File: config.mk
export PLATFORM = sky130hd
export DESIGN_NAME = cmd_word_encoder_flat
export DESIGN_NICKNAME = d
export VERILOG_FILES = /design/src/rtl/cmd_word_encoder_if.sv /design/src/rtl/cmd_word_encoder.sv /design/src/flat_wrapper.sv
export SDC_FILE = /design/constraint.sdc
export NUM_CORES = 1
export LEC_CHECK = 0
export ABC_AREA = 1
export CORE_UTILIZATION = 50
export DETAILED_ROUTE_END_ITERATION = 7
export PLACE_DENSITY_LB_ADDON = 0.08
export SKIP_CTS_REPAIR_TIMING = 1
export SYNTH_ARGS = -nofsm -noshare
export SYNTH_HDL_FRONTEND = slang
export SYNTH_SLANG_ARGS = --single-unit
File: constraint.sdc
create_clock -name clk -period 2 [get_ports clk]
set_input_delay 0.4 -clock clk [delete_from_list [all_inputs] [get_ports clk]]
set_output_delay 0.4 -clock clk [all_outputs]
set_load 0.02 [all_outputs]
File: src/rtl/cmd_word_encoder_if.sv
// Request/command bundle for cmd_word_encoder.
//   master : request source; drives req_valid/req_sel/req_data, observes the rest
//   slave  : the encoder; accepts requests, drives the COMMAND bus and status
//   req_valid/req_sel/req_data/req_ready : parameter-update handshake
//   command/cmd_active/sent              : serialised command word and status
//   reject                               : out-of-range setpoint dropped
//   level                                : FIFO occupancy
interface cmd_word_encoder_if #(
    parameter int unsigned DEPTH = 4
);
    localparam int unsigned LW = $clog2(DEPTH) + 1;

    logic          req_valid;
    logic [1:0]    req_sel;
    logic [13:0]   req_data;
    logic          req_ready;
    logic [15:0]   command;
    logic          cmd_active;
    logic          sent;
    logic          reject;
    logic [LW-1:0] level;

    modport master (
        output req_valid, req_sel, req_data,
        input  req_ready, command, cmd_active, sent, reject, level
    );

    modport slave (
        input  req_valid, req_sel, req_data,
        output req_ready, command, cmd_active, sent, reject, level
    );
endinterface

File: src/rtl/cmd_word_encoder.sv
// Transmit-side command word encoder.
// Takes setpoint/P/I/D update requests over a valid/ready handshake, drops
// out-of-range setpoints, queues the rest in a FIFO and serialises them onto
// a 16-bit command bus {opcode[1:0], value[13:0]}. Each word is held for
// HOLD_CYCLES cycles and followed by GAP_CYCLES cycles of the idle word 0.
//   clk  : system clock, rising edge
//   rst  : asynchronous, active-high reset
//   bus  : cmd_word_encoder_if slave modport (handshake, command, status)
module cmd_word_encoder #(
    parameter int unsigned DEPTH       = 4,
    parameter int unsigned HOLD_CYCLES = 2,
    parameter int unsigned GAP_CYCLES  = 1,
    parameter logic [13:0] SP_MIN      = 14'h0DC0,
    parameter logic [13:0] SP_MAX      = 14'h3200
) (
    input  logic                clk,
    input  logic                rst,
    cmd_word_encoder_if.slave   bus
);
    localparam int unsigned AW   = $clog2(DEPTH);
    localparam int unsigned LW   = AW + 1;
    localparam int unsigned CMAX = (HOLD_CYCLES > GAP_CYCLES) ? HOLD_CYCLES : GAP_CYCLES;
    localparam int unsigned CW   = (CMAX > 1) ? $clog2(CMAX) : 1;

    typedef enum logic [1:0] {IDLE, DRIVE, GAP} state_t;

    state_t        state, state_n;
    logic [CW-1:0] cnt, cnt_n;
    logic [15:0]   command_q, command_n;
    logic          active_q, active_n;
    logic          sent_q, sent_n;
    logic          reject_q;

    logic [15:0]   mem [DEPTH];
    logic [AW-1:0] wr_ptr, rd_ptr;
    logic [LW-1:0] count;

    logic          ready, xfer, sp_ok, accept, push, pop;

    assign ready  = (count != LW'(DEPTH));
    assign xfer   = bus.req_valid & ready;
    assign sp_ok  = (bus.req_data >= SP_MIN) && (bus.req_data <= SP_MAX);
    // Only setpoints are range-checked; gains pass unfiltered.
    assign accept = (bus.req_sel != 2'b00) | sp_ok;
    assign push   = xfer & accept;

    always_comb begin
        state_n   = state;
        cnt_n     = cnt;
        command_n = command_q;
        active_n  = active_q;
        sent_n    = 1'b0;
        pop       = 1'b0;
        unique case (state)
            IDLE: begin
                if (count != '0) begin
                    pop       = 1'b1;
                    command_n = mem[rd_ptr];
                    active_n  = 1'b1;
                    cnt_n     = CW'(HOLD_CYCLES - 1);
                    sent_n    = (HOLD_CYCLES == 1);
                    state_n   = DRIVE;
                end
            end
            DRIVE: begin
                if (cnt != '0) begin
                    cnt_n  = cnt - CW'(1);
                    // SENT is registered, so raise it on entry to the last hold cycle.
                    sent_n = (cnt == CW'(1));
                end else begin
                    command_n = '0;
                    active_n  = 1'b0;
                    cnt_n     = CW'(GAP_CYCLES - 1);
                    state_n   = GAP;
                end
            end
            GAP: begin
                if (cnt != '0) begin
                    cnt_n = cnt - CW'(1);
                end else if (count != '0) begin
                    pop       = 1'b1;
                    command_n = mem[rd_ptr];
                    active_n  = 1'b1;
                    cnt_n     = CW'(HOLD_CYCLES - 1);
                    sent_n    = (HOLD_CYCLES == 1);
                    state_n   = DRIVE;
                end else begin
                    state_n = IDLE;
                end
            end
            default: state_n = IDLE;
        endcase
    end

    always_ff @(posedge clk or posedge rst) begin
        if (rst) begin
            state     <= IDLE;
            cnt       <= '0;
            command_q <= '0;
            active_q  <= 1'b0;
            sent_q    <= 1'b0;
            reject_q  <= 1'b0;
            wr_ptr    <= '0;
            rd_ptr    <= '0;
            count     <= '0;
        end else begin
            state     <= state_n;
            cnt       <= cnt_n;
            command_q <= command_n;
            active_q  <= active_n;
            sent_q    <= sent_n;
            reject_q  <= xfer & ~accept;
            if (push) wr_ptr <= wr_ptr + AW'(1);
            if (pop)  rd_ptr <= rd_ptr + AW'(1);
            case ({push, pop})
                2'b10:   count <= count + LW'(1);
                2'b01:   count <= count - LW'(1);
                default: count <= count;
            endcase
        end
    end

    // Storage needs no reset: entries are only read when count says they are valid.
    always_ff @(posedge clk) begin
        if (push) mem[wr_ptr] <= {bus.req_sel, bus.req_data};
    end

    assign bus.req_ready  = ready;
    assign bus.command    = command_q;
    assign bus.cmd_active = active_q;
    assign bus.sent       = sent_q;
    assign bus.reject     = reject_q;
    assign bus.level      = count;
endmodule

File: src/flat_wrapper.sv
// flat-port wrapper written by rule: the top's interface ports become plain ports
module cmd_word_encoder_flat 
#(
    parameter int unsigned DEPTH       = 4,
    parameter int unsigned HOLD_CYCLES = 2,
    parameter int unsigned GAP_CYCLES  = 1,
    parameter logic [13:0] SP_MIN      = 14'h0DC0,
    parameter logic [13:0] SP_MAX      = 14'h3200
)
  (clk, rst, bus_req_valid, bus_req_sel, bus_req_data, bus_req_ready, bus_command, bus_cmd_active, bus_sent, bus_reject, bus_level);
  cmd_word_encoder_if #(.DEPTH(DEPTH)) bus_i ();
  input  logic clk;
  input  logic rst;
  input wire logic [$bits(bus_i.req_valid)-1:0] bus_req_valid;
  input wire logic [$bits(bus_i.req_sel)-1:0] bus_req_sel;
  input wire logic [$bits(bus_i.req_data)-1:0] bus_req_data;
  output wire logic [$bits(bus_i.req_ready)-1:0] bus_req_ready;
  output wire logic [$bits(bus_i.command)-1:0] bus_command;
  output wire logic [$bits(bus_i.cmd_active)-1:0] bus_cmd_active;
  output wire logic [$bits(bus_i.sent)-1:0] bus_sent;
  output wire logic [$bits(bus_i.reject)-1:0] bus_reject;
  output wire logic [$bits(bus_i.level)-1:0] bus_level;
  assign bus_i.req_valid = bus_req_valid;
  assign bus_i.req_sel = bus_req_sel;
  assign bus_i.req_data = bus_req_data;
  assign bus_req_ready = bus_i.req_ready;
  assign bus_command = bus_i.command;
  assign bus_cmd_active = bus_i.cmd_active;
  assign bus_sent = bus_i.sent;
  assign bus_reject = bus_i.reject;
  assign bus_level = bus_i.level;
  cmd_word_encoder #(.DEPTH(DEPTH), .HOLD_CYCLES(HOLD_CYCLES), .GAP_CYCLES(GAP_CYCLES), .SP_MIN(SP_MIN), .SP_MAX(SP_MAX)) u_core (.clk(clk), .rst(rst), .bus(bus_i));
endmodule
; ---- Word level (Yosys, flattened, before mapping)
; Memories as Yosys holds them, arrays and structs flattened.
; Cells that the tools add are included.
[word_totals]
inputBits = 19
register_bits = 29
mem_count = 1
ram_bits = 64
elab_cells = 64
[classes]
add_sub_neg = 5
magnitude_cmp = 2
muxes = 25
reduce_logical = 9
bitwise = 5
eq_ne = 8
[memory_table]
columns = name, words, width, read_ports, rd_ports_with_merged_regs, wr, line_no
row1 = u_core.mem, 4, 16, 1, 0, 1, cmd_word_encoder.sv:34  ; logic [15:0] mem [DEPTH];
[ops]
columns = op, count
row1 = 2-to-1 mux 16 bit, 3
row2 = case mux 16 bit (3 select lines), 1
row3 = greater-or-equal comparator 14 x 12 -> 1 bit (second input constant), 1
row4 = less-or-equal comparator 14 bit (second input constant), 1
row5 = 2-to-1 mux 1 bit, 13
row6 = 2-to-1 mux 2 bit, 3
row7 = case mux 1 bit (3 select lines), 2
row8 = case mux 2 bit (3 select lines), 1
row9 = case mux 3 bit (2 select lines), 1
row10 = AND reduction 3 bit, 2
row11 = nonzero test 3 bit, 2
row12 = adder 2 x 1 -> 2 bit (second input constant), 2
row13 = == test 2 x 1 -> 1 bit (second input constant), 2
row14 = == test 2 bit (second input constant), 2
row15 = inequality test 2 bit (second input constant), 2
row16 = nonzero test 2 bit, 2
row17 = adder 3 x 1 -> 3 bit (second input constant), 1
row18 = bitwise AND 1 bit, 3
row19 = inequality test 3 bit (second input constant), 1
row20 = subtractor 3 x 1 -> 3 bit (second input constant), 1
row21 = zero test 2 bit, 1
row22 = inequality test 2 x 1 -> 1 bit (second input constant), 1
row23 = case mux 1 bit (2 select lines), 1
row24 = AND reduction 2 bit, 1
row25 = other kinds (4), 4

; ---- Longest topological paths before layout
; Gate-level depths: netlist (run 1).
[depth]
ltp_word = 6
mapped_depth = 15
mapped_depth_nobuf = 15

; ---- Worst setup path after synthesis (run 1)
; Ideal clock, no wire load.
[synth_path]
kind = register to register
start = register u_core.count[0] (netlist: u_core.bus.level[0])
end = register u_core.count[2] (netlist: u_core.bus.level[2])
setup_time_ps = 131
stages_incl_launch_ff = 12
t_arrival_ps = 2035
slack_ps = -165
n_path_buf = 0
synth_period_minus_slack_ps = 2165
t_required_ps = 1869
path_cell_list = dfrtp_1 > nor2_2 > nand2_1 > nand2_1 > inv_1 > nand2_4 > ha_1 > inv_1 > fa_1 > a21oi_1 > o21ai_0 > xor2_1
[synth_via]
elab_cells_between_ends = 13
[synth_rtl]
columns = element, line_no
row1 = from (decl), cmd_word_encoder.sv:36  ; logic [LW-1:0] count;
row2 = from (signal assigned), cmd_word_encoder.sv:116  ; 2'b10: count <= count + LW'(1);
row3 = from (signal assigned), cmd_word_encoder.sv:117  ; 2'b01: count <= count - LW'(1);
row4 = from (signal assigned), cmd_word_encoder.sv:118  ; default: count <= count;
row5 = inequality test 3 bit (*), cmd_word_encoder.sv:40  ; assign ready = (count != LW'(DEPTH));
row6 = net bus_req_ready, flat_wrapper.sv:17  ; output wire logic [$bits(bus_i.req_ready)-1:0] bus_req_ready;
row7 = bitwise AND 1 bit (*), cmd_word_encoder.sv:41  ; assign xfer = bus.req_valid & ready;
row8 = bitwise AND 1 bit (*), cmd_word_encoder.sv:45  ; assign push = xfer & accept;
row9 = == test 2 x 1 -> 1 bit / == test 2 bit (equally long branches), cmd_word_encoder.sv:115  ; case ({push, pop})
row10 = case mux 3 bit (2 select lines) / nonzero test 2 bit (equally long branches), --
; The timed path passes the listed nets; every way through them passes the cells marked *.
; A chain may end at the register's enable or synchronous reset.

; ---- Final worst setup path (run 1)
[layout_path]
start = register u_core.count[1] (netlist: u_core.bus.level[1])
end = output port bus_req_ready
[layout_via]
elab_chain_len = 1
[layout_lines]
columns = element, line_no
row1 = inequality test 3 bit, cmd_word_encoder.sv:40
row2 = to (decl), flat_wrapper.sv:17
; Every way passes these cells.

==> impl_metrics.py, run 1 <==
metrics = {
    "finish": {
        "finalNetCount": 422,
        "final_area_sq_mm": 0.00484,
        "antennaDiodeCount": 0,
        "fill_cells": 595,
        "area_delta_synth_final_pct": 27.7,
        "drive_gt1_share_pct": 19.4,
    },
    "critical_path": {
        "crit_path_start_kind": "register",
        "end_kind": "output pin",
        "path_cells": "nor2_4, nand2_4, clkdlybuf4s50_1",
        "rr_endpoint": "u_core.bus.level[2]",
        "worst_path_dominant_cell_family": "buffers and inverters",
        "max_stage_delay_ns": 0.53,
        "critPathArrivalTime_ns": 1.51,
        "critPathSlowestCell": "clkdlybuf4s50_1",
        "critPathRequiredTime_ns": 1.60,
        "worstReg2RegStart": "u_core.bus.level[1]",
        "r2r_setup_slack_ns": 0.12,
        "path_class": "register to output pin",
        "cp-startpoint": "u_core.bus.level[1]",
        "reg2regPathDepth": 11,
        "crit_fanout": 3,
        "cp.depth": 3,
        "worst-path-buf-inv": 1,
    },
    "timing": {
        "layout_min_cycle_time_ns": 1.91,
        "final-hold-violation-count": 0,
        "setup_slack_ns": 0.0897,
        "worst_clock_skew_ns": 0.00767,
        "slew_headroom_pct": 64.3,
        "finalMaxSlewViolations": 0,
        "fmax_mhz": 523,
        "fin_crit_sh_pct": 95.5,
        "tightestPinTransition_ns": 0.535,
        "rsz0062_at_grt": "no",
        "setup_viol": 0,
    },
    "placed_design": {
        "dpl_worst_slack_ns": -0.512,
        "place.gp.congestion": 0.779,
        "io_buffers": 41,
        "hpwl_mm": 4.88,
        "dpl_cell_area_sq_mm": 0.00457,
    },
    "synth": {
        "syn_area_sq_mm": 0.00379,
        "yosysTopAreaCell": "edfxtp_1",
        "ys_ff_latch": 93,
        "syn_nets": 348,
        "synth-seq-area-share_pct": 69.8,
        "yosysWarnings": 0,
        "netlist.area_leader.share_pct": 50.7,
        "synth_cell_type_count": 24,
        "synth_area_per_cell_sq_um": 11.7,
        "yosys-top-cells-area": "edfxtp_1, dfrtp_1, nand2_1",
        "syn-instance-count": 323,
    },
    "global_route": {
        "top_usage_layer": "met2",
        "grt_pass1_vias": 2419,
        "grt_util_met3_pct": 3.42,
        "met2_usage_pct": 32.9,
        "use_met1_pct": 29.3,
        "grt_overflow": 0,
        "grt_use_total_pct": 20.9,
        "antenna_found_initial": 0,
        "grt_max_degree": 30,
        "grt_pass1_wl_mm": 12.0,
    },
    "clock_tree": {
        "cts.sinks": 93,
        "cts_tree": "built",
        "insertion_delay_ns": 0.35,
        "cts_root_buffer": "clkbuf_8",
        "cts_buffer_depth": 2,
        "path_clk_slew_ns": 0.09,
        "h-tree-depth": 3,
        "cts_made_buffers": 9,
    },
    "die": {
        "core-area_sq_mm": 0.00729,
        "die_y_um": 89.1,
        "die_area_sq_mm": 0.00793,
        "start_util_pct": 52.0,
        "rows": 31,
        "pin_count": 42,
        "fp.dieW_um": 89.1,
    },
    "power": {
        "pwr-share-clk_pct": 17.4,
        "p_per_area_mw_per_mm2": 1490,
        "combPwrFrac_pct": 42.8,
        "max-vdd-ir-drop_mv": 0.567,
        "p_leak_nw": 2.03,
        "p_seq_share_pct": 39.8,
        "switchingPower_mw": 2.70,
        "switching_share_pct": 37.4,
        "internal_power_mw": 4.52,
    },
    "worst_hold_path": {
        "min_from": "bus_req_data[8]",
        "worstHoldPathType": "primary input to register",
        "hold_depth": 1,
        "hold_end": "u_core.mem[2][8]",
    },
    "routing": {
        "drt_iter0_markers": 127,
        "routed_wl_mm": 7.40,
        "drt-wirelength-per-cell_um": 14.8,
        "firstDrtPassIters": 4,
        "ant_nets": 0,
        "vias_per_cell": 5.05,
        "num_vias": 2529,
        "drc": 0,
    },
    "flow_run": {
        "maxCapViolCount": 0,
    },
    "status": {
        "outcome": "completed",
    },
}
synth_stat cells (all sizes together):
| cell | count |
|---|---|
| nand3 | 20 |
| a21oi | 5 |
| or2 | 1 |
| edfxtp | 64 |
| o21ai | 37 |
| buf | 11 |
| o22ai | 16 |
| nand2 | 54 |
| dfrtp | 29 |
| xnor2 | 1 |
| nor2 | 56 |
| fa | 1 |
| inv | 21 |
| xor2 | 2 |
| ha | 5 |
kinds of logic (layout without fill, tap and decap cells):
kind of cell | count (synthesis) | after routing | synth area share [%]
and+or+nand+nor | 131 | 131 | 15.0
DFF | 93 | 93 | 69.8
AOI/OAI and AO/OA | 58 | 58 | 8.28
buffers and inverters | 32 | 111 | 3.99
adders and majority gates | 6 | 6 | 2.18
xor gates and xnor gates | 3 | 3 | 0.693
metrics by stage:
step	total power, mW	TNS [ns]	hold slack, ns	utilization [%]	std cells
after floorplan	4.80	0	0.478	-	323
after global placement	5.91	-23.40	0.491	62.7	484
after detailed placement	5.98	-23.93	0.494	62.7	484
after CTS	7.23	-0.319	0.424	65.5	500
after global routing	7.75	0	0.377	66.4	501
final	7.22	0	0.372	66.4	501
how the worst max path moves through the flow:
stage / endpoint / slack, ns
after floorplan: u_core.bus.level[2] / 0.004
after global placement: u_core.bus.level[2] / -0.47
after detailed placement: u_core.bus.level[2] / -0.51
after CTS: u_core.bus.level[2] / -0.15
after global routing: u_core.bus.level[2] / 0.002
final: bus_req_ready / 0.09
state kept, by name, indices dropped and copies added (netlist names):
register,flops
u_core.mem,64
u_core.bus.command,16
u_core.bus.level,3
u_core.rd_ptr,2
u_core.state,2
u_core.wr_ptr,2
u_core.bus.cmd_active,1
u_core.bus.reject,1
u_core.bus.sent,1
u_core.cnt,1
routing by layer:
| metal | wire (um) | vias up | part of all wire (%) |
|---|---|---|---|
| li1 | - | 1254 | - |
| met1 | 3600 | 1216 | 49 |
| met2 | 3430 | 49 | 46 |
| met3 | 269 | 10 | 3.6 |
| met4 | 97 | 0 | 1.3 |
| met5 | 0 | - | 0 |
final cells by class:
cell class                      instances  area (sq um)  area share (%)
Clock buffer                           12           156            3.23
Timing Repair Buffer                   74           756            15.6
Inverter                               21          81.3            1.68
Tap cell                               99           124            2.56
Sequential cell                        93          2650            54.8
Clock inverter                          4          47.5           0.982
Multi-Input combinational cell        198          1030            21.2
power by group through the flow:
stage	clock network [mW]	registers, mW	logic (mW)
after global placement	0	2.91	3.00
after CTS	1.28	2.88	3.08
after floorplan	0	3.13	1.67
after detailed placement	0	2.92	3.06
final	1.26	2.87	3.09
after global routing	1.36	2.92	3.46
cells in the final DEF, fill, tap and decap left out:
cell type,n
o21ai_1,14
dfrtp_1,26
xnor2_1,1
bufinv_16,1
nand2_2,3
ha_2,1
clkbuf_16,1
clkinv_4,1
nor2_1,45
buf_12,5
nor2_4,2
a21oi_2,2
clkinv_2,1
inv_4,1
fa_2,1
nand3_1,20
edfxtp_1,64
dfrtp_2,3
ha_1,4
o22ai_1,16
clkinv_1,1
o21ai_0,23
clkbuf_1,2
dlymetal6s2s_1,14
clkdlybuf4s50_1,27
xor2_1,2
nand2_4,4
buf_4,28
a21oi_1,3
inv_1,14
clkbuf_8,9
nor2_2,9
or2_0,1
inv_2,6
nand2_1,47
Power figures use the tool's default switching activity.
==> inputs of run 2 (changes only) <==
--- a/config.mk
+++ b/config.mk
@@ -7,9 +7,11 @@
 export LEC_CHECK = 0
 export ABC_AREA = 1
 export CORE_UTILIZATION = 50
+export CTS_CLUSTER_SIZE = 8
 export DETAILED_ROUTE_END_ITERATION = 7
 export PLACE_DENSITY_LB_ADDON = 0.08
 export SKIP_CTS_REPAIR_TIMING = 1
 export SYNTH_ARGS = -nofsm -noshare
 export SYNTH_HDL_FRONTEND = slang
 export SYNTH_SLANG_ARGS = --single-unit
+export TNS_END_PERCENT = 20
==> results of run 2 <==
No change in the layout: final DEF, timing and power equal those of run 1.
==> inputs of run 3 (changes only) <==
--- a/config.mk
+++ b/config.mk
@@ -7,7 +7,7 @@
 export LEC_CHECK = 0
 export ABC_AREA = 1
 export CORE_UTILIZATION = 50
-export CTS_CLUSTER_SIZE = 8
+export CTS_CLUSTER_SIZE = 16
 export DETAILED_ROUTE_END_ITERATION = 7
 export PLACE_DENSITY_LB_ADDON = 0.08
 export SKIP_CTS_REPAIR_TIMING = 1
==> results of run 3 <==
No change in the layout: final DEF, timing and power equal those of run 1.
